**src/rtl/led_pkg.sv**
```systemverilog
// Shared definitions for the LED driver path: serializer state encoding,
// default frame geometry shared with the frame timer and pixel source, and
// a counter-width helper.
package led_pkg;

  typedef enum logic [2:0] {
    ST_IDLE      = 3'd0,
    ST_WAIT_WORD = 3'd1,
    ST_SHIFT     = 3'd2,
    ST_LATCH     = 3'd3,
    ST_DONE      = 3'd4
  } led_state_t;

  localparam int LED_WORD_WIDTH      = 16;
  localparam int LED_WORDS_PER_FRAME = 12;
  localparam int LED_CLK_DIV         = 4;
  localparam int LED_LATCH_CYCLES    = 8;

  // Bits needed to hold every value 0..max_value (never less than one bit).
  function automatic int cnt_width(input int max_value);
    int w;
    w = $clog2(max_value + 1);
    return (w < 1) ? 1 : w;
  endfunction

endpackage

```
**src/rtl/led_bit_tick.sv**
```systemverilog
// Serial-clock divider for the LED driver bus. While enabled it counts
// CLK_DIV system cycles per half-period, flips the phase at each terminal
// count and flags the end of each full bit (end of a high phase). Disabling
// it returns it to the start of a low phase.
module led_bit_tick
  import led_pkg::*;
#(
  parameter int CLK_DIV = LED_CLK_DIV
) (
  input  logic clk,
  input  logic rst,
  input  logic en,
  output logic phase,
  output logic toggle,
  output logic bit_end
);

  localparam int DW = cnt_width(CLK_DIV - 1);
  localparam logic [DW-1:0] TC = DW'(CLK_DIV - 1);

  logic [DW-1:0] cnt;

  assign toggle  = en && (cnt == TC);
  assign bit_end = toggle && phase;

  // Half-period counter and phase flag; both cleared whenever disabled.
  always_ff @(posedge clk or posedge rst) begin
    if (rst) begin
      cnt   <= '0;
      phase <= 1'b0;
    end else if (!en) begin
      cnt   <= '0;
      phase <= 1'b0;
    end else begin
      cnt   <= toggle ? '0 : cnt + 1'b1;
      phase <= phase ^ toggle;
    end
  end

endmodule

```
**src/rtl/led_serializer.sv**
```systemverilog
// LED driver serializer. On a frame-start strobe it pulls WORDS_PER_FRAME
// words over valid/ready, shifts each MSB-first onto o_clk/o_dai, then
// pulses o_lat for LATCH_CYCLES cycles and flags o_done for one cycle.
// All outputs are registered from the next-state values so they line up
// with the state they describe.
//
// state      | meaning
// -----------+-----------------------------------------------------------
// IDLE       | waiting for i_start; i_valid ignored
// WAIT_WORD  | o_ready high, o_clk held low until a word is accepted
// SHIFT      | shifting current word, CLK_DIV cycles per serial half-period
// LATCH      | o_lat high for LATCH_CYCLES cycles, o_clk/o_dai low
// DONE       | one-cycle o_done, then back to IDLE
module led_serializer
  import led_pkg::*;
#(
  parameter int WORD_WIDTH      = LED_WORD_WIDTH,
  parameter int WORDS_PER_FRAME = LED_WORDS_PER_FRAME,
  parameter int CLK_DIV         = LED_CLK_DIV,
  parameter int LATCH_CYCLES    = LED_LATCH_CYCLES
) (
  input  logic                  i_clk,
  input  logic                  i_rst,
  input  logic                  i_start,
  input  logic [WORD_WIDTH-1:0] i_data,
  input  logic                  i_valid,
  output logic                  o_ready,
  output logic                  o_busy,
  output logic                  o_done,
  output logic                  o_clk,
  output logic                  o_dai,
  output logic                  o_lat
);

  localparam int BW  = cnt_width(WORD_WIDTH - 1);
  localparam int WCW = cnt_width(WORDS_PER_FRAME);
  localparam int LW  = cnt_width(LATCH_CYCLES - 1);

  localparam logic [BW-1:0]  BIT_LOAD  = BW'(WORD_WIDTH - 1);
  localparam logic [WCW-1:0] WORDS_END = WCW'(WORDS_PER_FRAME);
  localparam logic [LW-1:0]  LAT_LOAD  = LW'(LATCH_CYCLES - 1);

  led_state_t state, state_nx;

  logic [WORD_WIDTH-1:0] sr, sr_nx;
  logic [BW-1:0]         bit_cnt, bit_cnt_nx;
  logic [WCW-1:0]        word_cnt, word_cnt_nx;
  logic [LW-1:0]         lat_cnt, lat_cnt_nx;

  logic ready_nx, busy_nx, done_nx, clk_nx, dai_nx, lat_nx;

  logic tick_en, phase, toggle, bit_end;

  assign tick_en = (state == ST_SHIFT);

  led_bit_tick #(
    .CLK_DIV (CLK_DIV)
  ) u_bit_tick (
    .clk     (i_clk),
    .rst     (i_rst),
    .en      (tick_en),
    .phase   (phase),
    .toggle  (toggle),
    .bit_end (bit_end)
  );

  // Next-state, datapath and output decisions.
  always_comb begin
    state_nx    = state;
    sr_nx       = sr;
    bit_cnt_nx  = bit_cnt;
    word_cnt_nx = word_cnt;
    lat_cnt_nx  = lat_cnt;
    dai_nx      = o_dai;
    clk_nx      = 1'b0;

    case (state)
      ST_IDLE: begin
        if (i_start) begin
          state_nx    = ST_WAIT_WORD;
          word_cnt_nx = '0;
        end
      end

      ST_WAIT_WORD: begin
        if (i_valid && o_ready) begin
          sr_nx      = i_data;
          bit_cnt_nx = BIT_LOAD;
          dai_nx     = i_data[WORD_WIDTH-1];
          state_nx   = ST_SHIFT;
        end
      end

      ST_SHIFT: begin
        // o_clk follows the divider phase, flipping on each terminal count.
        clk_nx = phase ^ toggle;
        if (bit_end) begin
          if (bit_cnt == '0) begin
            word_cnt_nx = word_cnt + 1'b1;
            clk_nx      = 1'b0;
            dai_nx      = 1'b0;
            if (word_cnt_nx == WORDS_END) begin
              state_nx   = ST_LATCH;
              lat_cnt_nx = LAT_LOAD;
            end else begin
              state_nx = ST_WAIT_WORD;
            end
          end else begin
            // New data bit goes out together with the falling serial clock.
            sr_nx      = sr << 1;
            dai_nx     = sr_nx[WORD_WIDTH-1];
            bit_cnt_nx = bit_cnt - 1'b1;
          end
        end
      end

      ST_LATCH: begin
        dai_nx = 1'b0;
        if (lat_cnt == '0) begin
          state_nx = ST_DONE;
        end else begin
          lat_cnt_nx = lat_cnt - 1'b1;
        end
      end

      ST_DONE: begin
        state_nx = ST_IDLE;
      end

      default: begin
        state_nx = ST_IDLE;
      end
    endcase

    ready_nx = (state_nx == ST_WAIT_WORD);
    busy_nx  = (state_nx != ST_IDLE);
    lat_nx   = (state_nx == ST_LATCH);
    done_nx  = (state_nx == ST_DONE);
  end

  // State register.
  always_ff @(posedge i_clk or posedge i_rst) begin
    if (i_rst) begin
      state <= ST_IDLE;
    end else begin
      state <= state_nx;
    end
  end

  // Shift register and frame counters.
  always_ff @(posedge i_clk or posedge i_rst) begin
    if (i_rst) begin
      sr       <= '0;
      bit_cnt  <= '0;
      word_cnt <= '0;
      lat_cnt  <= '0;
    end else begin
      sr       <= sr_nx;
      bit_cnt  <= bit_cnt_nx;
      word_cnt <= word_cnt_nx;
      lat_cnt  <= lat_cnt_nx;
    end
  end

  // Registered outputs.
  always_ff @(posedge i_clk or posedge i_rst) begin
    if (i_rst) begin
      o_ready <= 1'b0;
      o_busy  <= 1'b0;
      o_done  <= 1'b0;
      o_clk   <= 1'b0;
      o_dai   <= 1'b0;
      o_lat   <= 1'b0;
    end else begin
      o_ready <= ready_nx;
      o_busy  <= busy_nx;
      o_done  <= done_nx;
      o_clk   <= clk_nx;
      o_dai   <= dai_nx;
      o_lat   <= lat_nx;
    end
  end

endmodule

```
**config.mk**
```make
export PLATFORM = sky130hd
export DESIGN_NAME = led_serializer
export DESIGN_NICKNAME = d
export VERILOG_FILES = /design/src/rtl/led_pkg.sv /design/src/rtl/led_bit_tick.sv /design/src/rtl/led_serializer.sv
export SDC_FILE = /design/constraint.sdc
export NUM_CORES = 1
export LEC_CHECK = 0
export ABC_CLOCK_PERIOD_IN_PS = 4500
export CAP_MARGIN = 20
export CELL_PAD_IN_SITES_DETAIL_PLACEMENT = 0
export CELL_PAD_IN_SITES_GLOBAL_PLACEMENT = 1
export CORE_MARGIN = 5
export CORE_UTILIZATION = 43
export DETAILED_ROUTE_END_ITERATION = 7
export PLACE_DENSITY_LB_ADDON = 0.1
export SYNTH_ARGS = -nofsm -noshare
export SYNTH_HDL_FRONTEND = slang
export SYNTH_SLANG_ARGS = --single-unit
```
**constraint.sdc**
```tcl
create_clock -name i_clk -period 4.5 [get_ports i_clk]
set_input_delay 0.675 -clock i_clk [delete_from_list [all_inputs] [get_ports i_clk]]
set_output_delay 0.675 -clock i_clk [all_outputs]
set_load 0.02 [all_outputs]
```
==> metrics, run 1 <==
outcome finished, final reports clean; Syn Inst Count between 150 and 200; Netlist cell types 35; power density cells ~550 nW/um^2; Worst Hold End u_bit_tick.cnt[0]; setup TNS 0 ns; yosys warns 0; DIE WIDTH approximately 74 um; Final #Nets between 200 and 250; max-slew violation count 0; core area 3970 um^2; Hold Path Depth 1; Routability Congestion 0.733; worst reg2reg setup slack around 1.8 ns; worst-path cell chain nor3b_4 -> buf_4 -> and2_1 -> ha_1 -> and4bb_2 -> nand2_2 -> or4b_1 -> nand2_1; largest net degree at the start of global routing 38; final instance count without filler cells approximately 250; max-cap violations 0; CP required about 4.7 ns; initial antenna violation count 0; Port Buffer Count 25; Crit-path slowest cell dfrtp_1; Post-CTS Setup Repair Bufs 0; Max VDD drop between 200 and 300 uV; die height about 74 um; Total Power around 1.2 mW; clk sinks 37; reg2reg end word_cnt[3]; Leak Pwr approximately 1 nW; FF+latch count, synth 37; CTS tree yes; Data arrival, critical path between 2 and 3 ns; share of post-route cells with drive strength above 1 0.0663; crit-path max FO 26; critical path capture point type flip-flop; Root Buffer Master clkbuf_8; global-route wire length before repair between 5 and 6 mm; reg2reg path depth 8; Slew @ Worst Pin between 0.5 and 0.6 ns; placed insts 239; # hold bufs at CTS 0; vias per cell roughly 5.3; Remaining Overflow, GRT 0; WL/cell between 10 and 15 um; syn avg cell area 10.5 um^2; ANT nets after route 0; CTS clock-pin slew for the worst setup and hold paths approximately 0.070 ns; clk_lat worst skew 0.28 ns; starting density of the core 0.443; DR vias roughly 1,300; DP HPWL ~2.4 mm; num rows 23; cell taking the most area after synthesis dfrtp_1; Post-Route WL ~3.3 mm; Hold Crit Start u_bit_tick.cnt[0]; CP top delay family simple AND/OR/NAND/NOR gates; Worst Skew roughly 0.0039 ns; vias in the first global route 1,317; Hold Fails Final Rpt 0; worst path bufs/invs 1; CTS resizes 0; synth top area cells dfrtp_1 (53%), mux2i_1 (9.1%), o21ai_1 (5.1%); largest stage delay on the critical path ~0.54 ns; post-synthesis sequential area ratio 0.526; clock tree buffer depth 2; io pins 26; TritonCTS Buffers 5; DRC 0; Area Growth Syn to Fin 22.7%; Critical R2R Launch state[0]; DRT iter0 DRCs 83; startpoint types flip-flop; drt pass-1 iters 4; final cycle utilization of the critical path 0.597; Mapped Nets ~190; # diodes 0; Crit Path Class reg -> reg; Synth top area share 0.526; hold crit path type reg -> reg; fin crit period 2.69 ns; htree depth 2; Worst slew margin 0.619; die area between 5000 and 6000 um^2; Syn Std Cell Area between 1500 and 2000 um^2; unrepaired setup endpoints after global routing false; Total Routing Usage GR 0.137; Fmax approximately 0.37 GHz; final setup violation count 0
-- logic make-up after synthesis --
group | after synthesis | share of synthesized area
buffers and inverters | 12 | 0.0291
adders and majority gates | 6 | 0.0426
muxes | 16 | 0.0910
xor gates and xnor gates | 2 | 0.00995
and+or+nand+nor | 61 | 0.190
DFF | 37 | 0.526
AOI/OAI and AO/OA | 33 | 0.112
-- synthesized netlist by cell type, drive strengths merged --
cell type,instances
dfrtp,37
nand2,22
o21ai,21
mux2i,16
nand3,9
nor2,7
ha,6
inv,6
buf,5
a21oi,3
and2,3
and3,3
a2bb2oi,2
a32oi,2
nand2b,2
nand3b,2
nand4,2
nor3,2
nor3b,2
o211ai,2
xor2,2
a211o,1
a22oi,1
a32o,1
and3b,1
and4bb,1
clkbuf,1
nand4bb,1
nor2b,1
nor4,1
or3b,1
or4b,1
-- per-stage QoR --
stage / hold WS [ns] / area [um^2] / setup WS [ns] / utilization
6_report: 0.461 / 2160 / 1.81 / 0.544
3_5_place_dp: 0.461 / 2070 / 1.81 / 0.522
2_1_floorplan: 0.416 / 1760 / 2.15 / -
5_1_grt: 0.498 / 2160 / 1.63 / 0.544
4_1_cts: 0.469 / 2160 / 1.80 / 0.544
3_3_place_gp: 0.443 / 2070 / 1.87 / 0.522
-- layer usage --
layer / track usage / routed length (um) / part of all wire
met5: 0 / 0 / 0
met4: 0.0443 / 38 / 0.011
met3: 0.0473 / 185 / 0.055
met2: 0.243 / 1690 / 0.50
met1: 0.153 / 1430 / 0.43
-- worst max-delay path by stage --
stage / from / endpoint / slack, ns / depth (start not counted)
3_5_place_dp: state[0] / word_cnt[3] / 1.81 / 8
6_report: state[0] / word_cnt[3] / 1.81 / 8
4_1_cts: state[0] / word_cnt[3] / 1.80 / 8
3_3_place_gp: state[0] / word_cnt[3] / 1.87 / 8
5_1_grt: state[0] / word_cnt[3] / 1.63 / 8
2_1_floorplan: state[0] / word_cnt[3] / 2.15 / 8
-- registers in the layout (all words and copies together), names as in the netlist --
signal and count:
lat_cnt 3, sr 15, word_cnt 4, o_dai 1, u_bit_tick.cnt 2, o_done 1, o_busy 1, o_ready 1
bit_cnt 4, o_lat 1, state 3, u_bit_tick.phase 1
-- cells in the final DEF (no fill, tap or decap), types with 3 or more instances in the layout --
cell type / count
dfrtp_1: 37
clkdlybuf4s50_1: 25
nand2_1: 21
o21ai_1: 18
mux2i_1: 16
nand3_1: 9
nor2_1: 7
inv_1: 6
ha_1: 6
clkbuf_8: 6
and3_1: 3
o21ai_0: 3
a21oi_1: 3
and2_1: 3
buf_4: 3
-- where the power goes --
part / switching (mW) / leakage, nW / total (mW) / internal [mW]
logic: 0.235 / 0.474 / 0.439 / 0.204
clock network: 0.106 / 0.0443 / 0.227 / 0.121
registers: 0.0816 / 0.455 / 0.525 / 0.443
-- layout make-up --
type / count / area, um^2
multi-input cells: 118 / 791
inverters: 6 / 22.5
clock buffers: 7 / 86.3
repair buffers: 28 / 273
flip-flops and latches: 37 / 926
well taps: 50 / 62.6
fillers: 351 / 1810
Power figures use the tool's default switching activity.
==> run 2, diff against run 1 <==
--- a/config.mk
+++ b/config.mk
@@ -5,12 +5,12 @@
 export SDC_FILE = /design/constraint.sdc
 export NUM_CORES = 1
 export LEC_CHECK = 0
-export ABC_CLOCK_PERIOD_IN_PS = 4500
+export ABC_CLOCK_PERIOD_IN_PS = 2400
 export CAP_MARGIN = 20
 export CELL_PAD_IN_SITES_DETAIL_PLACEMENT = 0
 export CELL_PAD_IN_SITES_GLOBAL_PLACEMENT = 1
 export CORE_MARGIN = 5
-export CORE_UTILIZATION = 43
+export CORE_UTILIZATION = 37
 export DETAILED_ROUTE_END_ITERATION = 7
 export PLACE_DENSITY_LB_ADDON = 0.1
 export SYNTH_ARGS = -nofsm -noshare
==> constraint.sdc (replaced) <==
create_clock -name i_clk -period 2.4 [get_ports i_clk]
set_input_delay 0.36 -clock i_clk [delete_from_list [all_inputs] [get_ports i_clk]]
set_output_delay 0.36 -clock i_clk [all_outputs]
set_load 0.02 [all_outputs]
==> metrics, run 2 (synthesized netlist as in run 1, its figures left out) <==
outcome finished, final reports clean; Leak Pwr around 1.0 nW; Worst Skew about 0.0021 ns; core area 4660 um^2; final instance count without filler cells between 200 and 300; num rows 25; Crit-path slowest cell or4b_1; CTS resizes 0; fin crit period between 2 and 2.5 ns; Slew @ Worst Pin 0.484 ns; most common cell after layout, fill and taps aside dfrtp_1; Total Power between 2 and 2.5 mW; hold slack about 0.46 ns; power density cells about 1100 nW/um^2; initial antenna violation count 0; DP HPWL roughly 2.6 mm; startpoint types flip-flop; TritonCTS Buffers 5; Fmax roughly 0.45 GHz; CP top delay family simple AND/OR/NAND/NOR gates; Post-Route WL around 3.7 mm; die height a little under 80 um; Data arrival, critical path roughly 2.5 ns; top flop regs sr: 15 flops, bit_cnt: 4 flops, word_cnt: 4 flops; setup TNS 0 ns; critical path capture point type flip-flop; CTS tree yes; DRT iter0 DRCs 95; io pins 26; WL/cell approximately 15 um; clk sinks 37; dpl ws 0.222 ns; DIE WIDTH between 70 and 80 um; htree depth 2; Remaining Overflow, GRT 0; max reg flops 15; PnR worst setup slack between 0.15 and 0.2 ns; vias in the first global route approximately 1,300; Max VDD drop ~370 uV; register bank with the most flops sr; largest stage delay on the critical path 0.53 ns; # hold bufs at CTS 0; Worst slew margin 0.677; Port Buffer Count 25; clk_lat worst skew roughly 0.28 ns; Hold Fails Final Rpt 0; # fillers 440; ANT nets after route 0; global-route wire length before repair approximately 6.4 mm; most frequent cells in the layout dfrtp_1 (37), clkdlybuf4s50_1 (25), nand2_1 (21); worst path bufs/invs 0; CTS clock-pin slew for the worst setup and hold paths around 0.070 ns; largest net degree at the start of global routing 38; crit-path max FO 7; DRC 0; DR vias about 1,300; Area Growth Syn to Fin 25.6%; Final Cell Area about 2200 um^2; # diodes 0; hold crit path type reg -> reg; Final #Nets between 200 and 250; unrepaired setup endpoints after global routing false; worst reg2reg setup slack roughly 0.17 ns; final core utilization 0.474; max-cap violations 0; vias per cell 5.21; Root Buffer Master clkbuf_8; worst-path cell chain nor3b_4 -> and2_1 -> ha_1 -> and4bb_2 -> nand2_2 -> or4b_1 -> nand2_1; CP required 2.62 ns; die area 6240 um^2; Total Routing Usage GR 0.131; starting density of the core 0.378; Placed Area 2090 um^2; placed insts around 250; Post-CTS Setup Repair Bufs 0; Routability Congestion 0.767; drt pass-1 iters 4; share of post-route cells with drive strength above 1 0.0804; Crit Path Class reg -> reg; final setup violation count 0; max-slew violation count 0; final cycle utilization of the critical path 0.928; clock tree buffer depth 2
run 2: cell count changes in the layout (fill, tap and decap cells not counted), sizes merged:
cell	delta
buf	+2
bufinv	+1
run 2: final timing paths:
check | depth (start not counted) | start | endpoint
max | 7 | state[2] | word_cnt[3]
min | 1 | u_bit_tick.cnt[0] | u_bit_tick.cnt[0]
max reg2reg | 7 | state[2] | word_cnt[3]
min reg2reg | 1 | u_bit_tick.cnt[0] | u_bit_tick.cnt[0]
max in group asynchronous | 3 | i_rst | bit_cnt[2]
min in group asynchronous | 3 | i_rst | sr[5]
run 2: power by group:
group | internal (mW) | switching (mW) | leakage, nW | total (mW)
clock network | 0.339 | 0.217 | 0.0585 | 0.556
registers | 0.830 | 0.124 | 0.455 | 0.954
logic | 0.400 | 0.484 | 0.483 | 0.885
total | 1.57 | 0.826 | 0.996 | 2.39
run 2: routing by layer:
metal,vias up,global-route usage,wire length (um)
met2,19,0.200,1720
met5,-,0,0
met3,5,0.0408,140
met1,638,0.177,1780
li1,656,-,-
met4,0,0.0412,46
run 2: final cells by class:
cell class              instances  area [um^2]  share of cell area
flip-flops and latches         37          926               0.419
repair buffers                 30          288               0.130
multi-input cells             118          791               0.358
inverters                       6         22.5              0.0102
well taps                      54         67.6              0.0306
clock inverters                 1         30.0              0.0136
clock buffers                   7         86.3              0.0390
run 2: worst reg2reg max path, cell delays in order, from the launching register on:
cell	delay (ns)
dfrtp_1	0.44
nor3b_4	0.21
and2_1	0.15
ha_1	0.26
and4bb_2	0.36
nand2_2	0.13
or4b_1	0.53
nand2_1	0.09
==> run 3, diff against run 2 <==
--- a/config.mk
+++ b/config.mk
@@ -12,7 +12,7 @@
 export CORE_MARGIN = 5
 export CORE_UTILIZATION = 37
 export DETAILED_ROUTE_END_ITERATION = 7
-export PLACE_DENSITY_LB_ADDON = 0.1
+export PLACE_DENSITY = 0.79
 export SYNTH_ARGS = -nofsm -noshare
 export SYNTH_HDL_FRONTEND = slang
 export SYNTH_SLANG_ARGS = --single-unit
==> metrics, run 3 (synthesized netlist as in run 1, its figures left out) <==
register bank with the most flops sr; wire length on met2 roughly 1.8 mm; Data arrival, critical path 2.44 ns; most common cell after layout, fill and taps aside dfrtp_1; clk_lat worst skew 0.29 ns; placed insts around 240; Post-Route WL between 3 and 4 mm; htree depth 2; register area just over 900 um^2; DIE WIDTH between 70 and 80 um; setup TNS 0 ns; Hold Fails Final Rpt 0; CTS tree yes; DRC 0; # diodes 0; max-slew violation count 0; CTS clock-pin slew for the worst setup and hold paths about 0.07 ns; DR vias ~1,300; clk sinks 37; hold crit path type reg -> reg; Worst slew margin 0.695; ANT nets after route 0; vias in the first global route around 1,400; vias per cell about 5.2; reg2reg path depth 7; Hold Crit Start u_bit_tick.cnt[0]; unrepaired setup endpoints after global routing false; Max VDD drop ~290 uV; WL met1 about 1.6 mm; io pins 26; Total Power 2.39 mW; num rows 25; TritonCTS Buffers 5; final setup violation count 0; Worst Skew ~0.0047 ns; Crit Path Class reg -> reg; final cycle utilization of the critical path 0.919; dpl ws roughly 0.23 ns; clock tree buffer depth 2; routed wl met3 100 um; drt pass-1 iters 4; Final Cell Area 2200 um^2; Setup crit end word_cnt[3]; die height approximately 79 um; core area 4660 um^2; critical path startpoint state[2]; critical path capture point type flip-flop; startpoint types flip-flop; final instance count without filler cells roughly 250; # fillers between 400 and 500; Final #Nets about 220; share of post-route cells with drive strength above 1 0.0758; # hold bufs at CTS 0; die area about 6200 um^2; max-cap violations 0; Critical R2R Launch state[2]; Fmax 0.453 GHz; Root Buffer Master clkbuf_8; Max Used Layer met4; DP HPWL 2.66 mm; max reg flops 15; Post-CTS Setup Repair Bufs 0; Area Growth Syn to Fin 25.2%; Slew @ Worst Pin between 0.4 and 0.5 ns; DRT iter0 DRCs between 100 and 150; top flop regs sr: 15 flops, bit_cnt: 4 flops, word_cnt: 4 flops; most frequent cells in the layout dfrtp_1 (37), clkdlybuf4s50_1 (25), nand2_1 (21); starting density of the core 0.378; Port Buffer Count 25; PnR worst setup slack roughly 0.19 ns; area of the multi-input gates approximately 800 um^2; CP required between 2 and 3 ns; worst reg2reg setup slack ~0.19 ns; Placed Area 2090 um^2; Total Routing Usage GR 0.132; Leak Pwr just under 1 nW; largest net degree at the start of global routing 38; crit-path max FO 7; initial antenna violation count 0; outcome finished, final reports clean; reg2reg end word_cnt[3]; Routability Congestion approximately 0.74; global-route wire length before repair 6.35 mm; Remaining Overflow, GRT 0; fin crit period around 2.2 ns; WL/cell 14.3 um; CTS resizes 0; power density cells ~1100 nW/um^2
[run 3: cell count changes in the layout (fill, tap and decap cells not counted)]
cell,delta
buf_4,-1
[run 3: area by class of cell]
class,instances,share of cell area
Multi-Input combinational cell,118,0.359
Tap cell,54,0.0307
Clock buffer,7,0.0392
Timing Repair Buffer,29,0.127
Sequential cell,37,0.420
Clock inverter,1,0.0136
Inverter,6,0.0102
[run 3: critical path: stages, from the launching register on]
cell	delay [ns]
dfrtp_1	0.45
nor3b_4	0.21
and2_1	0.15
ha_1	0.25
and4bb_2	0.35
nand2_2	0.12
or4b_1	0.54
nand2_1	0.08
[run 3: worst min-delay path by stage]
stage               slack (ns)                end  cells past startpoint
detailed placement        0.43  u_bit_tick.cnt[0]                      1
finish                    0.44  u_bit_tick.cnt[0]                      1
global route              0.47  u_bit_tick.cnt[0]                      1
global placement          0.43  u_bit_tick.cnt[0]                      1
CTS                       0.45  u_bit_tick.cnt[0]                      1
floorplan                 0.42  u_bit_tick.cnt[0]                      1
[run 3: metrics by stage]
step / util / hold WS, ns
2_1_floorplan: - / 0.416
3_3_place_gp: 0.448 / 0.426
3_5_place_dp: 0.448 / 0.435
4_1_cts: 0.473 / 0.445
5_1_grt: 0.473 / 0.469
6_report: 0.473 / 0.438
[run 3: layer usage]
layer  vias to the layer above  track usage
met5                         -            0
met4                         0       0.0567
met3                         6       0.0374
met2                        22        0.219
met1                       629        0.158
li1                        655            -
[run 3: report_power, final]
group | internal (mW) | switching, mW
combinational | 0.394 | 0.483
sequential | 0.831 | 0.128
clock | 0.339 | 0.216
